### config.mk
export PLATFORM = sky130hd
export DESIGN_NAME = snake_body_controller
export DESIGN_NICKNAME = d
export VERILOG_FILES = /design/src/rtl/snake_body_controller.sv
export SDC_FILE = /design/constraint.sdc
export NUM_CORES = 2
export LEC_CHECK = 0
export CORE_MARGIN = 8
export CORE_UTILIZATION = 50
export CTS_CLUSTER_DIAMETER = 60
export DETAILED_ROUTE_END_ITERATION = 10
export PLACE_DENSITY_LB_ADDON = 0.08
export SLEW_MARGIN = 10
export SYNTH_ARGS = -nofsm -noshare
export SYNTH_HDL_FRONTEND = slang
export SYNTH_SLANG_ARGS = --single-unit
### constraint.sdc
create_clock -name clk -period 9.8 [get_ports clk]
set_clock_uncertainty 0.15 [all_clocks]
set_input_delay 1.47 -clock clk [delete_from_list [all_inputs] [get_ports clk]]
set_output_delay 1.47 -clock clk [all_outputs]
set_load 0.05 [all_outputs]
### src/rtl/snake_body_controller.sv
// Snake body tracker: shifts segment cells on each movement tick and flags
// apple (goodColl), wall and self (badColl) collisions on the 16x16 grid.
module snake_body_controller #(
  parameter int          MAX_LEN = 50,
  parameter logic [3:0]  INIT_X  = 4'd4,
  parameter logic [3:0]  INIT_Y  = 4'd8
) (
  input  logic                    clk,
  input  logic                    reset,
  input  logic                    start,
  input  logic                    tick,
  input  logic [1:0]              dir,
  input  logic [3:0]              appleX,
  input  logic [3:0]              appleY,
  output logic [MAX_LEN-1:0][7:0] body,
  output logic [5:0]              length,
  output logic                    goodColl,
  output logic                    badColl
);

  // state | meaning
  // IDLE  | waiting for start, ticks ignored
  // RUN   | one move per tick
  // DEAD  | collision seen, frozen until reset
  typedef enum logic [1:0] {IDLE, RUN, DEAD} state_t;

  localparam logic [1:0] UP    = 2'b00;
  localparam logic [1:0] DOWN  = 2'b01;
  localparam logic [1:0] LEFT  = 2'b10;
  localparam logic [1:0] RIGHT = 2'b11;
  localparam logic [5:0] LEN_MAX = 6'(MAX_LEN);

  state_t      state;
  logic [1:0]  heading;
  logic [1:0]  new_heading;
  logic [3:0]  head_x, head_y, new_x, new_y;
  logic        wall, self_hit, eat;
  logic [5:0]  new_len;
  logic [7:0]  new_tail;

  always_comb begin
    head_x      = body[0][7:4];
    head_y      = body[0][3:0];
    // opposite headings differ only in bit 0
    new_heading = (dir == {heading[1], ~heading[0]}) ? heading : dir;
    new_x       = head_x;
    new_y       = head_y;
    wall        = 1'b0;
    case (new_heading)
      UP:      begin wall = (head_y == 4'd0);  new_y = head_y - 4'd1; end
      DOWN:    begin wall = (head_y == 4'd15); new_y = head_y + 4'd1; end
      LEFT:    begin wall = (head_x == 4'd0);  new_x = head_x - 4'd1; end
      default: begin wall = (head_x == 4'd15); new_x = head_x + 4'd1; end
    endcase
    eat = ({new_x, new_y} == {appleX, appleY});

    // the tail cell only counts as occupied when the snake is growing
    self_hit = 1'b0;
    for (int i = 0; i < MAX_LEN; i++) begin
      if ((body[i] == {new_x, new_y}) &&
          ((6'(i) < length - 6'd1) || (eat && (6'(i) < length))))
        self_hit = 1'b1;
    end

    new_len  = (eat && (length != LEN_MAX)) ? length + 6'd1 : length;
    new_tail = body[0];
    for (int i = 0; i < MAX_LEN; i++) begin
      if (6'(i) == new_len - 6'd2)
        new_tail = body[i];
    end
  end

  always_ff @(posedge clk or negedge reset) begin
    if (!reset) begin
      state    <= IDLE;
      heading  <= RIGHT;
      length   <= 6'd3;
      goodColl <= 1'b0;
      badColl  <= 1'b0;
      body[0]  <= {INIT_X, INIT_Y};
      body[1]  <= {INIT_X - 4'd1, INIT_Y};
      for (int i = 2; i < MAX_LEN; i++)
        body[i] <= {INIT_X - 4'd2, INIT_Y};
    end else begin
      goodColl <= 1'b0;
      case (state)
        IDLE: if (start) state <= RUN;
        RUN: begin
          if (tick) begin
            if (wall || self_hit) begin
              badColl <= 1'b1;
              state   <= DEAD;
            end else begin
              heading  <= new_heading;
              length   <= new_len;
              goodColl <= eat;
              body[0]  <= {new_x, new_y};
              for (int i = 1; i < MAX_LEN; i++)
                body[i] <= (6'(i) < new_len) ? body[i-1] : new_tail;
            end
          end
        end
        default: ;
      endcase
    end
  end

endmodule

Word-level counts from Yosys, hierarchy flattened --
Index checks and enable logic that the tools add are counted.
Cells by class: $add $sub $neg 7, $lt $le $gt $ge 149, equality and inequality tests 110, multiplexer cells 160, bitwise logic cells 2, reductions and logical operators 161
Operators with widths (number):
- 2-to-1 mux 8 bit | 98
- equality test 8 bit | 51
- < comparator 6 bit, first input constant | 54
- < comparator 5 x 6 -> 1 bit, first input constant | 48
- < comparator 4 x 6 -> 1 bit, first input constant | 24
- equality test 6 bit, first input constant | 18
- logical AND 1 bit | 101
- equality test 5 x 6 -> 1 bit, first input constant | 16
- < comparator 3 x 6 -> 1 bit, first input constant | 12
- 2-to-1 mux 1 bit | 53
- logical OR 1 bit | 51
- equality test 4 x 6 -> 1 bit, first input constant | 8
- < comparator 2 x 6 -> 1 bit, first input constant | 6
- < comparator 1 x 6 -> 1 bit, first input constant | 5
- equality test 3 x 6 -> 1 bit, first input constant | 4
- case mux 4 bit (2 select lines) | 2
- equality test 2 x 6 -> 1 bit, first input constant | 2
- adder 4 x 1 -> 4 bit, second input constant | 2
- equality test 4 bit, second input constant | 2
- zero test 4 bit | 2
- 2-to-1 mux 2 bit | 4
- subtractor 4 x 1 -> 4 bit, second input constant | 2
- adder 6 x 1 -> 6 bit, second input constant | 1
- equality test 1 x 6 -> 1 bit, first input constant | 1
- other kinds (16) | 22
Word-level totals: flip-flop bits (word level) 412, output and inout bits 408, logic and storage cells 644

Logic depth before layout (Yosys ltp) --
depth after elaboration 64, gate-level depth with buffers 38, mapped depth without buffers 26

Worst setup path after synthesis --
OpenSTA, ideal clock, no wires.
path type input to register, start point input dir[1], end point register body[288] (netlist name), setup time 0.141 ns, arrival 9.184 ns, setup slack 0.325 ns, cell stages on the path 34, cell sequence clkbuf_1 > clkbuf_1 > clkbuf_1 > buf_1 > and2_1 > fa_1 > clkbuf_1 > xor2_1 > or4_1 > mux2_2 > nor3_4 > nand3_2 > buf_2 > nor2_2 > buf_4 > buf_4 > buf_4 > nand2_1 > xnor2_2 > inv_2 > ha_1 > clkbuf_1 > clkinv_1 > nor3_2 > clkbuf_1 > buf_2 > o221ai_1 > o211ai_1 > o21ai_0 > a211oi_1 > a32o_1 > nor4b_4 > buf_4 > a21oi_1
On the way: longest elaborated chain between the ends 62, elaborated cells on any way between the ends 366, classes of those cells 1 x add/sub; 1 x order compare; 103 x eq/ne; 105 x mux; 1 x bitwise; 155 x reduce/logical
RTL lines:
- from (decl) | line 12 | input logic [1:0] dir,
- equality test 2 bit | line 45 | new_heading = (dir == {heading[1], ~heading[0]}) ? heading : dir;
- 2-to-1 mux 2 bit (*) | line 45
- parallel branches: the longest is 60 deep, another holds subtractor 6 x 2 -> 6 bit
- to (signal, indexed assignment) | line 83 | body[i] <= {INIT_X - 4'd2, INIT_Y};
- to (signal, indexed assignment) | line 99 | body[i] <= (6'(i) < new_len) ? body[i-1] : new_tail;
- to (decl) | line 15 | output logic [MAX_LEN-1:0][7:0] body,
Every way passes the cells marked *. A chain may end at the register's enable or synchronous reset.

Worst setup path in the final report --
start point input dir[0], end point register body[196] (netlist name)
The elaborated chain is that of the path after synthesis.

==> results.py <==
metrics = {
    "status": {
        "outcome": "complete, but fails checks",
        "violations": "DRC, setup timing",
    },
    "global_route": {
        "grt_pass1_wl_mm": 295.6,
        "grt_max_degree": 174,
        "first_global_vias": 39520,
        "overflow": 0,
        "grt.total_usage_pct": 53.51,
        "antenna_found_initial": 18,
    },
    "placement": {
        "port_buffers": 421,
        "dp_slack_ps": -79.46,
        "gp_congestion": 1.201,
        "postPlaceCellArea_um2": 39540,
        "dp.cells": 5293,
        "hpwl_mm": 152.9,
    },
    "synth": {
        "synth_top_family_by_area": "compound AO/OA/AOI/OAI gates",
        "synth_edf_count": 0,
        "netlist_area_um2": 33650,
        "synth-adder-area-share_pct": 0.5280,
        "ys_ff_latch": 412,
        "synth_nets": 4165,
        "synthArstFlopShare_pct": 100.0,
        "yosys.area_share.simple_pct": 16.07,
        "muxShareOfSynthArea_pct": 1.580,
        "synth_compound_area_share_pct": 31.46,
        "postSynthAreaPerCell_um2": 8.132,
        "ys_warn_count": 0,
        "synth_xor_area_share_pct": 13.81,
        "ys_seq_area_share_pct": 31.03,
        "ys.flop_type": "dfrtp_1",
        "syn_inst": 4138,
        "ys_types": 113,
    },
    "drt": {
        "drtPass1Iterations": 11,
        "wl_mm": 211.0,
        "initialDrtViolationCount": 8436,
        "wire_per_inst_um": 39.14,
        "vias_per_cell": 7.863,
        "postRouteAntennaNets": 0,
        "drc": 1,
        "dr_total_vias": 42380,
    },
    "pwr": {
        "powerDensity_nw_per_um2": 94.37,
        "p_leak_nw": 16.03,
        "max-vdd-ir-drop_uv": 144.2,
        "finalPower_mw": 3.889,
    },
    "sta": {
        "holdWs_ps": 321.8,
        "timing.final.crit_share_pct": 100.5,
        "finalSetupViolCount": 11,
        "period_minus_slack_ps": 9845,
        "fmax_mhz": 101.6,
        "slew_violations": 0,
        "worst_slew_pin_slew_ps": 1328,
        "rsz0062_at_grt": "no",
        "fin_setup_tns_ps": -183.7,
        "fin_ws_ps": -45.32,
        "slew_headroom_pct": 10.33,
        "hold_viol": 0,
    },
    "final_layout": {
        "final_common_cell": "clkdlybuf4s50_1",
        "final_nets": 4495,
        "fin_area_um2": 41200,
        "fillers": 5985,
        "syn_to_final_growth_pct": 22.44,
        "drive_gt1_share_pct": 12.28,
        "stdcell_count": 5390,
        "final_cell_mix": "clkdlybuf4s50_1 (419), nor2_1 (357), a21oi_1 (343)",
        "final_util_pct": 61.57,
    },
    "hold_path": {
        "holdPathStages": 2,
        "worstHoldStart": "state[1]$_DFFE_PN0P_",
        "worstHoldPathType": "reg -> reg",
        "hold_end": "state[1]$_DFFE_PN0P_",
    },
    "floorplanning": {
        "die_y_um": 275.4,
        "fp-row-count": 95,
        "initial_core_util_pct": 50.29,
        "fp.coreArea_um2": 66920,
        "dieArea_um2": 75860,
        "pin_count": 422,
        "dieWidth_um": 275.4,
    },
    "clock_tree": {
        "cts_tree": "yes",
        "clock-sinks": 412,
        "clk_path_buf_depth": 3,
        "cts_setup_buffers": 0,
        "clockRootBuffer": "clkbuf_16",
        "h-tree-depth": 2,
        "cts_resized": 0,
        "hold_buffers": 0,
        "path_clk_slew_ps": 60,
        "cts_made_buffers": 46,
        "clkLatencyLatePin_ps": 620,
    },
    "worst_setup_path": {
        "r2r-end": "body[196]$_DFFE_PN0P_",
        "critPathCaptureType": "flip-flop",
        "cp.arrival_ps": 10140,
        "critPathMaxStageDelay_ps": 620,
        "timing_worst_setup_path_type": "in -> reg",
        "reg2reg_from": "heading[1]$_DFFE_PN1P_",
        "regToRegSetupSlack_ps": 470,
        "reg2reg_depth": 27,
        "cp-start-kind": "input port",
        "cp_max_fo": 25,
        "cpMaxStageDelayCell": "nor4_1",
        "required_ps": 10090,
    },
    "flow_run": {
        "maxCapViolations": 0,
    },
}
[critical path, delay by kind of cell]
| family | cells | cell delay [ps] |
|---|---|---|
| simple gates | 10 | 2790 |
| mux | 2 | 690 |
| compound gates | 6 | 2490 |
| buf+inv | 4 | 1270 |
| xor+xnor | 3 | 570 |
| fa+ha+maj | 2 | 800 |
[synthesized netlist by cell type (28+ instances only)]
library cell / count / area, um2
a2111oi_0: 28 / 245.2
a211oi_1: 37 / 277.8
a21oi_1: 346 / 1732
a221oi_1: 79 / 691.9
a22oi_1: 109 / 818.3
a31oi_1: 85 / 531.8
and3_1: 72 / 450.4
buf_1: 69 / 259.0
buf_2: 74 / 370.4
clkbuf_1: 218 / 818.3
dfrtp_1: 307 / 7682
dfstp_2: 105 / 2759
inv_1: 40 / 150.1
mux2i_1: 34 / 340.3
nand2_1: 302 / 1134
nand3_1: 108 / 540.5
nand4_1: 43 / 269.0
nor2_1: 359 / 1348
nor3_1: 87 / 435.4
nor4_1: 54 / 337.8
o2111ai_1: 31 / 271.5
o211ai_1: 56 / 420.4
o21ai_0: 208 / 1041
o21ai_1: 82 / 410.4
o221ai_1: 50 / 437.9
o22ai_1: 196 / 1226
o31ai_1: 55 / 412.9
xnor2_1: 290 / 2540
xor2_1: 197 / 1725
[layout make-up]
type	instances	area (um2)	area share, %
sequential	412	10460	25.37
multi-input combinational	3291	21540	52.28
clock buffer	67	1341	3.255
inverter	45	168.9	0.4099
clock inverter	18	286.5	0.6954
timing repair buffer	672	6289	15.26
antenna	12	30.03	0.07288
tap	873	1092	2.651
[sequential cells by signal, summed over array words and instances (netlist names)]
| signal | flops |
|---|---|
| badColl | 1 |
| heading | 2 |
| goodColl | 1 |
| body | 400 |
| length | 6 |
| state | 2 |
[kinds of logic (layout without fill, tap and decap cells)]
family,count (synthesis),in the layout
buffers and inverters,435,802
flip-flops,412,412
adder cells (fa/ha/maj),13,13
AND/OR/NAND/NOR,1137,1137
XOR/XNOR,506,506
multiplexers,48,48
other,0,12
AO/OA/AOI/OAI,1587,1587
[per-layer routing]
layer | track usage, % | part of all wire (%) | vias to the layer above
met5 | 0 | 0.066 | -
met4 | 38.67 | 9.6 | 18
met3 | 26.57 | 17 | 1336
met2 | 73.36 | 39 | 4452
met1 | 64.17 | 34 | 20270
li1 | - | - | 16300
[report_power, final]
group | internal, mW | switching, mW | leakage, nW
logic | 0.0800 | 0.194 | 9.95
registers | 1.70 | 0 | 5.28
clock network | 1.14 | 0.774 | 0.803
total | 2.92 | 0.969 | 16.0
[how the worst max path moves through the flow]
stage          startpoint                     to  slack (ps)
2_1_floorplan      dir[1]  body[288]$_DFFE_PN0P_         320
3_3_place_gp       dir[0]  body[260]$_DFFE_PN0P_         -90
3_5_place_dp       dir[0]  body[236]$_DFFE_PN0P_         -80
4_1_cts            dir[0]  body[196]$_DFFE_PN0P_         450
5_1_grt            dir[0]  body[188]$_DFFE_PN0P_          40
6_report           dir[0]  body[196]$_DFFE_PN0P_         -50
(Power assumes the default switching activity.)
